**src/rtl/dither_pkg.sv**
```systemverilog
// Shared types and default geometry for the dithering pipeline (writer and traversal sides).
package dither_pkg;

  localparam int DEF_IMAGEX   = 64;
  localparam int DEF_IMAGEY   = 64;
  localparam int DEF_RGB_SIZE = 8;
  localparam int PIX_ADDR_W   = 16;

  typedef enum logic [1:0] {
    IDLE   = 2'd0,
    ACCEPT = 2'd1,
    WRITE  = 2'd2,
    DONE   = 2'd3
  } writer_state_t;

endpackage

```
**src/rtl/raster_counter.sv**
```systemverilog
// Raster position tracker: x, y and the matching linear address, advanced one pixel per increment.
module raster_counter
  import dither_pkg::*;
#(
  parameter int IMAGEX = DEF_IMAGEX,
  parameter int IMAGEY = DEF_IMAGEY
) (
  input  logic                  clk,
  input  logic                  rst,
  input  logic                  i_clear,
  input  logic                  i_incr,
  output logic [PIX_ADDR_W-1:0] o_x,
  output logic [PIX_ADDR_W-1:0] o_y,
  output logic [PIX_ADDR_W-1:0] o_addr,
  output logic                  o_last
);

  localparam logic [PIX_ADDR_W-1:0] LAST_X    = PIX_ADDR_W'(IMAGEX - 1);
  localparam logic [PIX_ADDR_W-1:0] LAST_ADDR = PIX_ADDR_W'(IMAGEX * IMAGEY - 1);

  logic [PIX_ADDR_W-1:0] r_x;
  logic [PIX_ADDR_W-1:0] r_y;
  logic [PIX_ADDR_W-1:0] r_addr;

  // The linear address is stepped alongside x/y so addr == y*IMAGEX + x holds without a multiplier.
  always_ff @(posedge clk or posedge rst) begin
    // NOTE: sequential state uses non-blocking assignments so every register samples pre-edge values.
    if (rst) begin
      r_x    <= '0;
      r_y    <= '0;
      r_addr <= '0;
    end else if (i_clear) begin
      r_x    <= '0;
      r_y    <= '0;
      r_addr <= '0;
    end else if (i_incr) begin
      r_addr <= r_addr + 1'b1;
      if (r_x == LAST_X) begin
        r_x <= '0;
        r_y <= r_y + 1'b1;
      end else begin
        r_x <= r_x + 1'b1;
      end
    end
  end

  assign o_x    = r_x;
  assign o_y    = r_y;
  assign o_addr = r_addr;
  assign o_last = (r_addr == LAST_ADDR);

endmodule

```
**src/rtl/dither_pixel_writer.sv**
```systemverilog
// Write-back end of the dithering pipeline: streams pixels into frame memory in row-major order.
// Optional stall statistics are enabled with the DITHER_WRITER_STATS_EN macro.
module dither_pixel_writer
  import dither_pkg::*;
#(
  parameter int IMAGEX   = DEF_IMAGEX,
  parameter int IMAGEY   = DEF_IMAGEY,
  parameter int RGB_SIZE = DEF_RGB_SIZE
) (
  input  logic                  clk,
  input  logic                  rst,
  input  logic                  start,
  input  logic                  in_valid,
  output logic                  in_ready,
  input  logic [RGB_SIZE-1:0]   in_pixel,
  output logic                  mem_we,
  output logic [PIX_ADDR_W-1:0] mem_addr,
  output logic [RGB_SIZE-1:0]   mem_wdata,
  input  logic                  mem_ack,
  output logic                  busy,
  output logic                  frame_done,
  output logic [PIX_ADDR_W-1:0] x_pos,
`ifdef DITHER_WRITER_STATS_EN
  output logic [PIX_ADDR_W-1:0] y_pos,
  output logic [15:0]           stall_cycles
`else
  output logic [PIX_ADDR_W-1:0] y_pos
`endif
);

  writer_state_t         r_state;
  writer_state_t         w_next;
  logic [RGB_SIZE-1:0]   r_pixel;
  logic                  r_frame_done;
  logic                  w_start_ok;
  logic                  w_accept;
  logic                  w_ack;
  logic                  w_last;
  logic [PIX_ADDR_W-1:0] w_addr;

  assign w_start_ok = (r_state == IDLE)   && start;
  assign w_accept   = (r_state == ACCEPT) && in_valid;
  assign w_ack      = (r_state == WRITE)  && mem_ack;

  raster_counter #(
    .IMAGEX (IMAGEX),
    .IMAGEY (IMAGEY)
  ) u_raster (
    .clk     (clk),
    .rst     (rst),
    .i_clear (w_start_ok),
    .i_incr  (w_ack && !w_last),
    .o_x     (x_pos),
    .o_y     (y_pos),
    .o_addr  (w_addr),
    .o_last  (w_last)
  );

  always_comb begin
    // NOTE: default assignment first so no path through the case leaves w_next unassigned (no latch).
    w_next = r_state;
    case (r_state)
      IDLE:    if (start)    w_next = ACCEPT;
      ACCEPT:  if (in_valid) w_next = WRITE;
      WRITE:   if (mem_ack)  w_next = w_last ? DONE : ACCEPT;
      DONE:    w_next = IDLE;
      default: w_next = IDLE;
    endcase
  end

  always_ff @(posedge clk or posedge rst) begin
    if (rst) begin
      r_state      <= IDLE;
      r_pixel      <= '0;
      r_frame_done <= 1'b0;
    end else begin
      r_state      <= w_next;
      r_frame_done <= w_ack && w_last;
      if (w_accept) r_pixel <= in_pixel;
    end
  end

`ifdef DITHER_WRITER_STATS_EN
  logic [15:0] r_stall;

  always_ff @(posedge clk or posedge rst) begin
    if (rst) begin
      r_stall <= '0;
    end else if (w_start_ok) begin
      r_stall <= '0;
    end else if ((r_state == WRITE) && !mem_ack && (r_stall != 16'hFFFF)) begin
      r_stall <= r_stall + 1'b1;
    end
  end

  assign stall_cycles = r_stall;
`endif

  assign in_ready   = (r_state == ACCEPT);
  assign mem_we     = (r_state == WRITE);
  assign busy       = (r_state != IDLE);
  assign mem_addr   = w_addr;
  assign mem_wdata  = r_pixel;
  assign frame_done = r_frame_done;

endmodule

```
**config.mk**
```make
export PLATFORM = sky130hd
export DESIGN_NAME = dither_pixel_writer
export DESIGN_NICKNAME = d
export VERILOG_FILES = /design/src/rtl/dither_pkg.sv /design/src/rtl/raster_counter.sv /design/src/rtl/dither_pixel_writer.sv
export SDC_FILE = /design/constraint.sdc
export NUM_CORES = 1
export LEC_CHECK = 0
export CORE_MARGIN = 2
export CORE_UTILIZATION = 54
export DETAILED_ROUTE_END_ITERATION = 7
export PLACE_DENSITY = 0.82
export SLEW_MARGIN = 20
export SYNTH_ARGS = -nofsm -noshare
export SYNTH_HDL_FRONTEND = slang
export SYNTH_SLANG_ARGS = --single-unit
```
**constraint.sdc**
```tcl
create_clock -name clk -period 6.3 [get_ports clk]
set_input_delay 1.26 -clock clk [delete_from_list [all_inputs] [get_ports clk]]
set_output_delay 1.26 -clock clk [all_outputs]
set_load 0.01 [all_outputs]
```
==> flow_summary_export.csv, run 1 <==
group,metric,value,unit
status,status,"complete, no violations",
layout,drive_above_1_share,0.104,
layout,areaGrowthSynthToFinish,31.7,%
clock_network,cts_tree,"yes",
power_and_ir_drop,netSwitchingFraction,0.299,
layout,diodes,0,
critical_path,r2r-end,"u_raster.o_x[6]",
global_routing,grt_pass1_wl,13.0,mm
sta,worst_slew_pin_slew,0.771,ns
floorplan,die_y,79.5,um
global_routing,grt_pass1_vias,2662,
power_and_ir_drop,powerDensity,272,mW/mm^2
sta,fmax,308,MHz
clock_network,clock_latency,0.34,ns
clock_network,post-cts-setup-buffer-count,0,
sta,min_period,3.25,ns
clock_network,root_buffer,"clkbuf_8",
critical_path,end_kind,"flip-flop",
global_routing,track_usage,0.266,
synthesis,synth-seq-cells,59,
sta,hold_violations,0,
floorplan,coreArea,0.00551,mm^2
job,cap_violations,0,
min_path,hp-class,"reg2reg",
sta,skew,0.00882,ns
synthesis,yosys_warnings,0,
clock_network,clock-sinks,59,
synthesis,syn_area,0.00308,mm^2
route,vias,2788,
layout,nNetsFinal,404,
power_and_ir_drop,p_switching,0.000330,W
synthesis,synth_top_flop_cell,"dfrtp_1",
power_and_ir_drop,seq_power_share,0.416,
synthesis,synth.top_cell.area_share,0.479,
route,wl_per_cell,16.7,um
place,postPlaceCellArea,0.00385,mm^2
synthesis,synth.area.top_cells,"dfrtp_1 48%, nand2_1 4.1%, nor2_1 3.4%",
critical_path,reg2reg_depth,6,
clock_network,clockBufferDepth,2,
power_and_ir_drop,power_frac_comb,0.246,
min_path,hold_path_end,"mem_wdata[0]",
floorplan,dieArea,0.00632,mm^2
clock_network,path_clk_slew,0.06,ns
critical_path,crit_type,"in2reg",
clock_network,numCtsBuffers,9,
critical_path,r2r_setup_slack,3.79,ns
critical_path,crit_required,6.49,ns
place,port_buffers,72,
floorplan,rows,27,
min_path,min_from,"mem_wdata[0]",
sta,post-route-period-util,0.515,
floorplan,initial_utilization,0.559,
place,dp_hpwl,5.17,mm
clock_network,cts_hold_buf,0,
route,drc,0,
critical_path,r2r-start,"u_raster.o_addr[0]",
route,first_iter_violations,199,
sta,setup_viol,0,
critical_path,start_kind,"input pin",
synthesis,syn_avg_cell_area,9.84,um^2
synthesis,synth_cells,313,
layout,final_area,0.00405,mm^2
clock_network,h-tree-depth,3,
synthesis,synth_edf_count,0,
critical_path,cp.arrival,3.44,ns
route,first_pass_iters,5,
floorplan,ios,73,
power_and_ir_drop,cellLeakagePower,1.62,nW
critical_path,cp_max_fo,19,
synthesis,yosys.area.top_type,"dfrtp_1",
synthesis,async_flop_share,1.00,
place,place_congestion,0.881,
synthesis,syn-num-nets,329,
min_path,hold_depth,1,
route,drtAntennaViolNets,0,
global_routing,grt-ovfl-total,0,
floorplan,die_w,79.5,um
sta,slew_violations,0,
sta,max-slew-margin-rel,0.484,
power_and_ir_drop,peakVddDrop,0.000259,V
route,via_per_inst,6.00,
sta,fin_setup_tns,0,ns
clock_network,cts_resized,0,
global_routing,grt_max_degree,60,
route,routed_wl,7.75,mm
sta,rsz0062_at_grt,"false",
synthesis,synth-seq-area-share,0.479,
global_routing,antenna_found_initial,0,
power_and_ir_drop,power.internal,0.000774,W
power_and_ir_drop,clkPwrFrac,0.337,
synthesis,ys_types,45,
cell families (layout without fill, tap and decap cells):
family          count (synthesis)  count (layout)  synth area share
compound gates                 50              50            0.0951
flops                          59              59             0.479
xor+xnor                       19              19            0.0540
simple gates                  153             153             0.288
fa+ha+maj                       3               3            0.0122
buf+inv                        17              97            0.0288
mux                            12              12            0.0423
state kept, by name, indices dropped and copies added (netlist names):
| signal | cells |
|---|---|
| r_state | 2 |
| u_raster.o_addr | 16 |
| u_raster.o_x | 16 |
| u_raster.o_y | 16 |
| frame_done | 1 |
| mem_wdata | 8 |
worst max path at each step:
stage / from / to / slack, ns / depth (start not counted)
floorplan: rst / frame_done / 3.58 / 1
finish: mem_ack / u_raster.o_addr[7] / 3.05 / 6
global route: mem_ack / u_raster.o_x[1] / 2.93 / 5
global placement: mem_ack / u_raster.o_addr[6] / 2.85 / 5
CTS: mem_ack / u_raster.o_addr[7] / 3.10 / 6
detailed placement: mem_ack / u_raster.o_y[13] / 2.78 / 5
power groups by stage:
stage	Combinational, W	Clock [W]	Sequential [W]
finish	0.000272	0.000372	0.000459
CTS	0.000275	0.000375	0.000459
detailed placement	0.000271	0	0.000465
floorplan	0.000125	0	0.000474
global placement	0.000265	0	0.000463
global route	0.000296	0.000393	0.000464
cell type report:
cell class,instances,area (um^2)
clock buffer,10,128
sequential,59,1480
timing repair buffer,75,743
clock inverter,6,80.1
fill,401,1450
multi-input combinational,237,1510
inverter,6,22.5
tap,72,90.1
layout by cell type, fill, tap and decap left out, types with 4 or more instances in the layout:
master           instances
clkbuf_8                 9
a21oi_1                 19
mux2i_1                  4
nand3_1                 20
or3_1                    8
o21ai_0                 13
nor2_1                  28
clkinv_2                 4
o211ai_1                 5
mux2_2                   8
nand4_1                 11
xor2_1                   7
and3_1                   5
or4_1                    5
xnor2_1                 12
clkdlybuf4s50_1         72
inv_1                    5
nor3_1                   6
nor4_1                  11
dfrtp_1                 59
o31ai_1                  5
nand2_1                 34
and2_1                   4
through the flow:
stage	total power [W]	hold WS [ns]	utilization	worst slack, ns	std cells
2_1_floorplan	0.000599	0.493	-	3.58	313
3_3_place_gp	0.000728	0.486	0.698	2.85	449
3_5_place_dp	0.000737	0.496	0.698	2.78	449
4_1_cts	0.00111	0.510	0.736	3.10	465
5_1_grt	0.00115	0.523	0.736	2.93	465
6_report	0.00110	0.505	0.736	3.05	465
synth_stat cells, types with 2 or more instances:
library cell,instances
a21oi_1,19
a31oi_1,3
and2_1,4
and3_1,5
and4_1,3
and4_2,2
buf_2,2
buf_6,3
clkbuf_1,5
dfrtp_1,59
ha_1,3
inv_1,6
mux2_2,8
mux2i_1,4
nand2_1,34
nand3_1,20
nand4_1,11
nand4b_1,2
nor2_1,28
nor2b_1,2
nor3_1,6
nor4_1,11
nor4_2,2
nor4_4,2
o211ai_1,5
o21ai_0,13
o31ai_1,5
or3_1,8
or4_1,5
xnor2_1,12
xor2_1,7
layer usage:
layer | GRT usage | part of all wire | vias up
met3 | 0.0441 | 0.066 | 8
met2 | 0.429 | 0.49 | 130
met1 | 0.355 | 0.43 | 1353
met4 | 0.110 | 0.014 | 0
met5 | 0 | 0 | -
li1 | - | - | 1297
worst max-delay path, stage by stage:
cell and delay [ns]:
clkdlybuf4s50_1 0.49, nand3b_1 0.54, nor3_1 0.73, nand4_1 0.19
xor2_1 0.17, nor2_1 0.05
Note: power is estimated with default switching activity, not from simulation.
==> run 2: changes to the inputs <==
Settings changed: CORE_UTILIZATION 54 to 45, PLACE_DENSITY 0.82 to 0.72.
Clock period 6.3 ns to 2.6 ns, I/O delays scaled along.
==> run 2 against run 1 <==
Sequential cell count is the same. Largest cell class unchanged. Power grew 140%. Largest power group unchanged. First-iteration DRC count shrank 30%. Sequential power grew 140%.
==> flow_summary_export.csv, run 2 (synthesized netlist as in run 1, its figures left out) <==
group,metric,value,unit
place,postPlaceCellArea,0.00391,mm^2
power_and_ir_drop,p_switching,0.000796,W
sta,fin_setup_tns,0,ns
critical_path,r2r-end,"u_raster.o_y[6]",
min_path,hp-class,"reg2reg",
sta,setup_viol,0,
critical_path,r2r-start,"u_raster.o_x[0]",
clock_network,clock-sinks,59,
clock_network,clock_latency,0.34,ns
status,status,"complete, no violations",
clock_network,path_clk_slew,0.07,ns
floorplan,dieArea,0.00752,mm^2
sta,skew,0.0122,ns
clock_network,cts_tree,"yes",
sta,hold_violations,0,
clock_network,clockBufferDepth,2,
sta,post-route-period-util,0.919,
clock_network,cts_hold_buf,0,
global_routing,track_usage,0.210,
power_and_ir_drop,cellLeakagePower,1.65,nW
layout,final_cell_mix,"72 x clkdlybuf4s50_1, 59 x dfrtp_1, 34 x nand2_1",
sta,fmax,418,MHz
layout,layout_commonest_cell,"clkdlybuf4s50_1",
critical_path,crit_required,2.86,ns
min_path,hold_depth,1,
place,port_buffers,72,
clock_network,h-tree-depth,3,
min_path,hold_path_end,"mem_wdata[7]",
layout,stdcell_count,478,
global_routing,grt_pass1_wl,12.2,mm
job,cap_violations,0,
floorplan,initial_utilization,0.458,
route,drtAntennaViolNets,0,
floorplan,die_w,86.7,um
min_path,min_from,"mem_wdata[7]",
power_and_ir_drop,power.internal,0.00188,W
sta,slew_violations,0,
route,drc,0,
critical_path,r2r_setup_slack,0.21,ns
power_and_ir_drop,powerDensity,648,mW/mm^2
power_and_ir_drop,netSwitchingFraction,0.298,
critical_path,reg2reg_depth,6,
layout,finalCoreUtilization,0.613,
global_routing,grt_pass1_vias,2605,
route,first_iter_violations,139,
sta,worst_slew_pin_slew,0.656,ns
route,first_pass_iters,4,
floorplan,coreArea,0.00672,mm^2
global_routing,antenna_found_initial,0,
place,place_congestion,0.870,
layout,nNetsFinal,409,
critical_path,start_kind,"flip-flop",
sta,rsz0062_at_grt,"false",
clock_network,root_buffer,"clkbuf_8",
power_and_ir_drop,clkPwrFrac,0.335,
clock_network,cts_resized,0,
power_and_ir_drop,power_frac_comb,0.252,
place,dp_hpwl,4.98,mm
clock_network,post-cts-setup-buffer-count,0,
floorplan,die_y,86.7,um
sta,max-slew-margin-rel,0.559,
sta,min_period,2.39,ns
floorplan,rows,30,
layout,areaGrowthSynthToFinish,33.8,%
route,wl_per_cell,15.5,um
power_and_ir_drop,seq_power_share,0.413,
layout,final_area,0.00412,mm^2
global_routing,grt_max_degree,60,
global_routing,grt-ovfl-total,0,
power_and_ir_drop,peakVddDrop,0.000519,V
critical_path,crit_type,"reg2reg",
critical_path,cp.arrival,2.65,ns
route,vias,2757,
place,dp.cells,462,
layout,drive_above_1_share,0.118,
layout,diodes,0,
clock_network,numCtsBuffers,9,
critical_path,end_kind,"flip-flop",
route,via_per_inst,5.77,
route,routed_wl,7.40,mm
floorplan,ios,73,
critical_path,cp_max_fo,17,
run 2: changes by cell type in the layout (fill, tap and decap cells not counted), sizes merged:
cell / change
buf: +5
clkbuf: +2
bufinv: -1
clkinvlp: +1
clkinv: -2
run 2: cell type report:
type | instances | area [um^2]
clock buffers | 12 | 165
clock inverters | 4 | 47.5
fillers | 580 | 2600
inverters | 6 | 22.5
multi-input cells | 237 | 1510
flip-flops and latches | 59 | 1480
well taps | 80 | 100
repair buffers | 80 | 793
run 2: worst max path at each step:
| stage | startpoint | endpoint | slack, ns | depth (start not counted) |
|---|---|---|---|---|
| 3_5_place_dp | mem_ack | u_raster.o_y[13] | 0.16 | 7 |
| 6_report | u_raster.o_x[0] | u_raster.o_y[6] | 0.21 | 6 |
| 5_1_grt | u_raster.o_x[0] | u_raster.o_y[6] | 0.13 | 6 |
| 2_1_floorplan | u_raster.o_x[0] | u_raster.o_y[15] | 0.44 | 6 |
| 4_1_cts | u_raster.o_x[0] | u_raster.o_y[6] | 0.24 | 6 |
| 3_3_place_gp | mem_ack | u_raster.o_y[13] | 0.19 | 7 |
run 2: per-stage QoR:
step	hold WS [ns]	power, W	setup slack, ns
floorplan	0.493	0.00145	0.439
global placement	0.488	0.00179	0.192
detailed placement	0.491	0.00180	0.158
CTS	0.506	0.00269	0.236
global route	0.527	0.00281	0.127
finish	0.502	0.00267	0.210
run 2: worst max-delay path, stage by stage, from the launching register on:
cell and delay (ns):
dfrtp_1 0.45, ha_1 0.24, and4bb_2 0.29, and4_2 0.41, nand3_4 0.22, or4_1 0.55
a21oi_1 0.15
run 2: power by group through the flow:
stage               Sequential [W]  Combinational (W)  Clock (W)
finish                     0.00110           0.000673   0.000893
global route               0.00112           0.000736   0.000957
CTS                        0.00110           0.000683   0.000908
detailed placement         0.00112           0.000679          0
global placement           0.00111           0.000673          0
floorplan                  0.00115           0.000302          0
run 2: routing by layer:
| metal | GRT usage | vias to the layer above | share of wire |
|---|---|---|---|
| met4 | 0.0810 | 0 | 0.014 |
| met3 | 0.0705 | 8 | 0.057 |
| li1 | - | 1310 | - |
| met5 | 0 | - | 0 |
| met2 | 0.315 | 84 | 0.46 |
| met1 | 0.281 | 1355 | 0.47 |
==> run 3: changes to the inputs <==
Settings changed: SLEW_MARGIN 20 to unset.
==> results of run 3 <==
No change in the layout: final DEF, timing and power equal those of run 2.
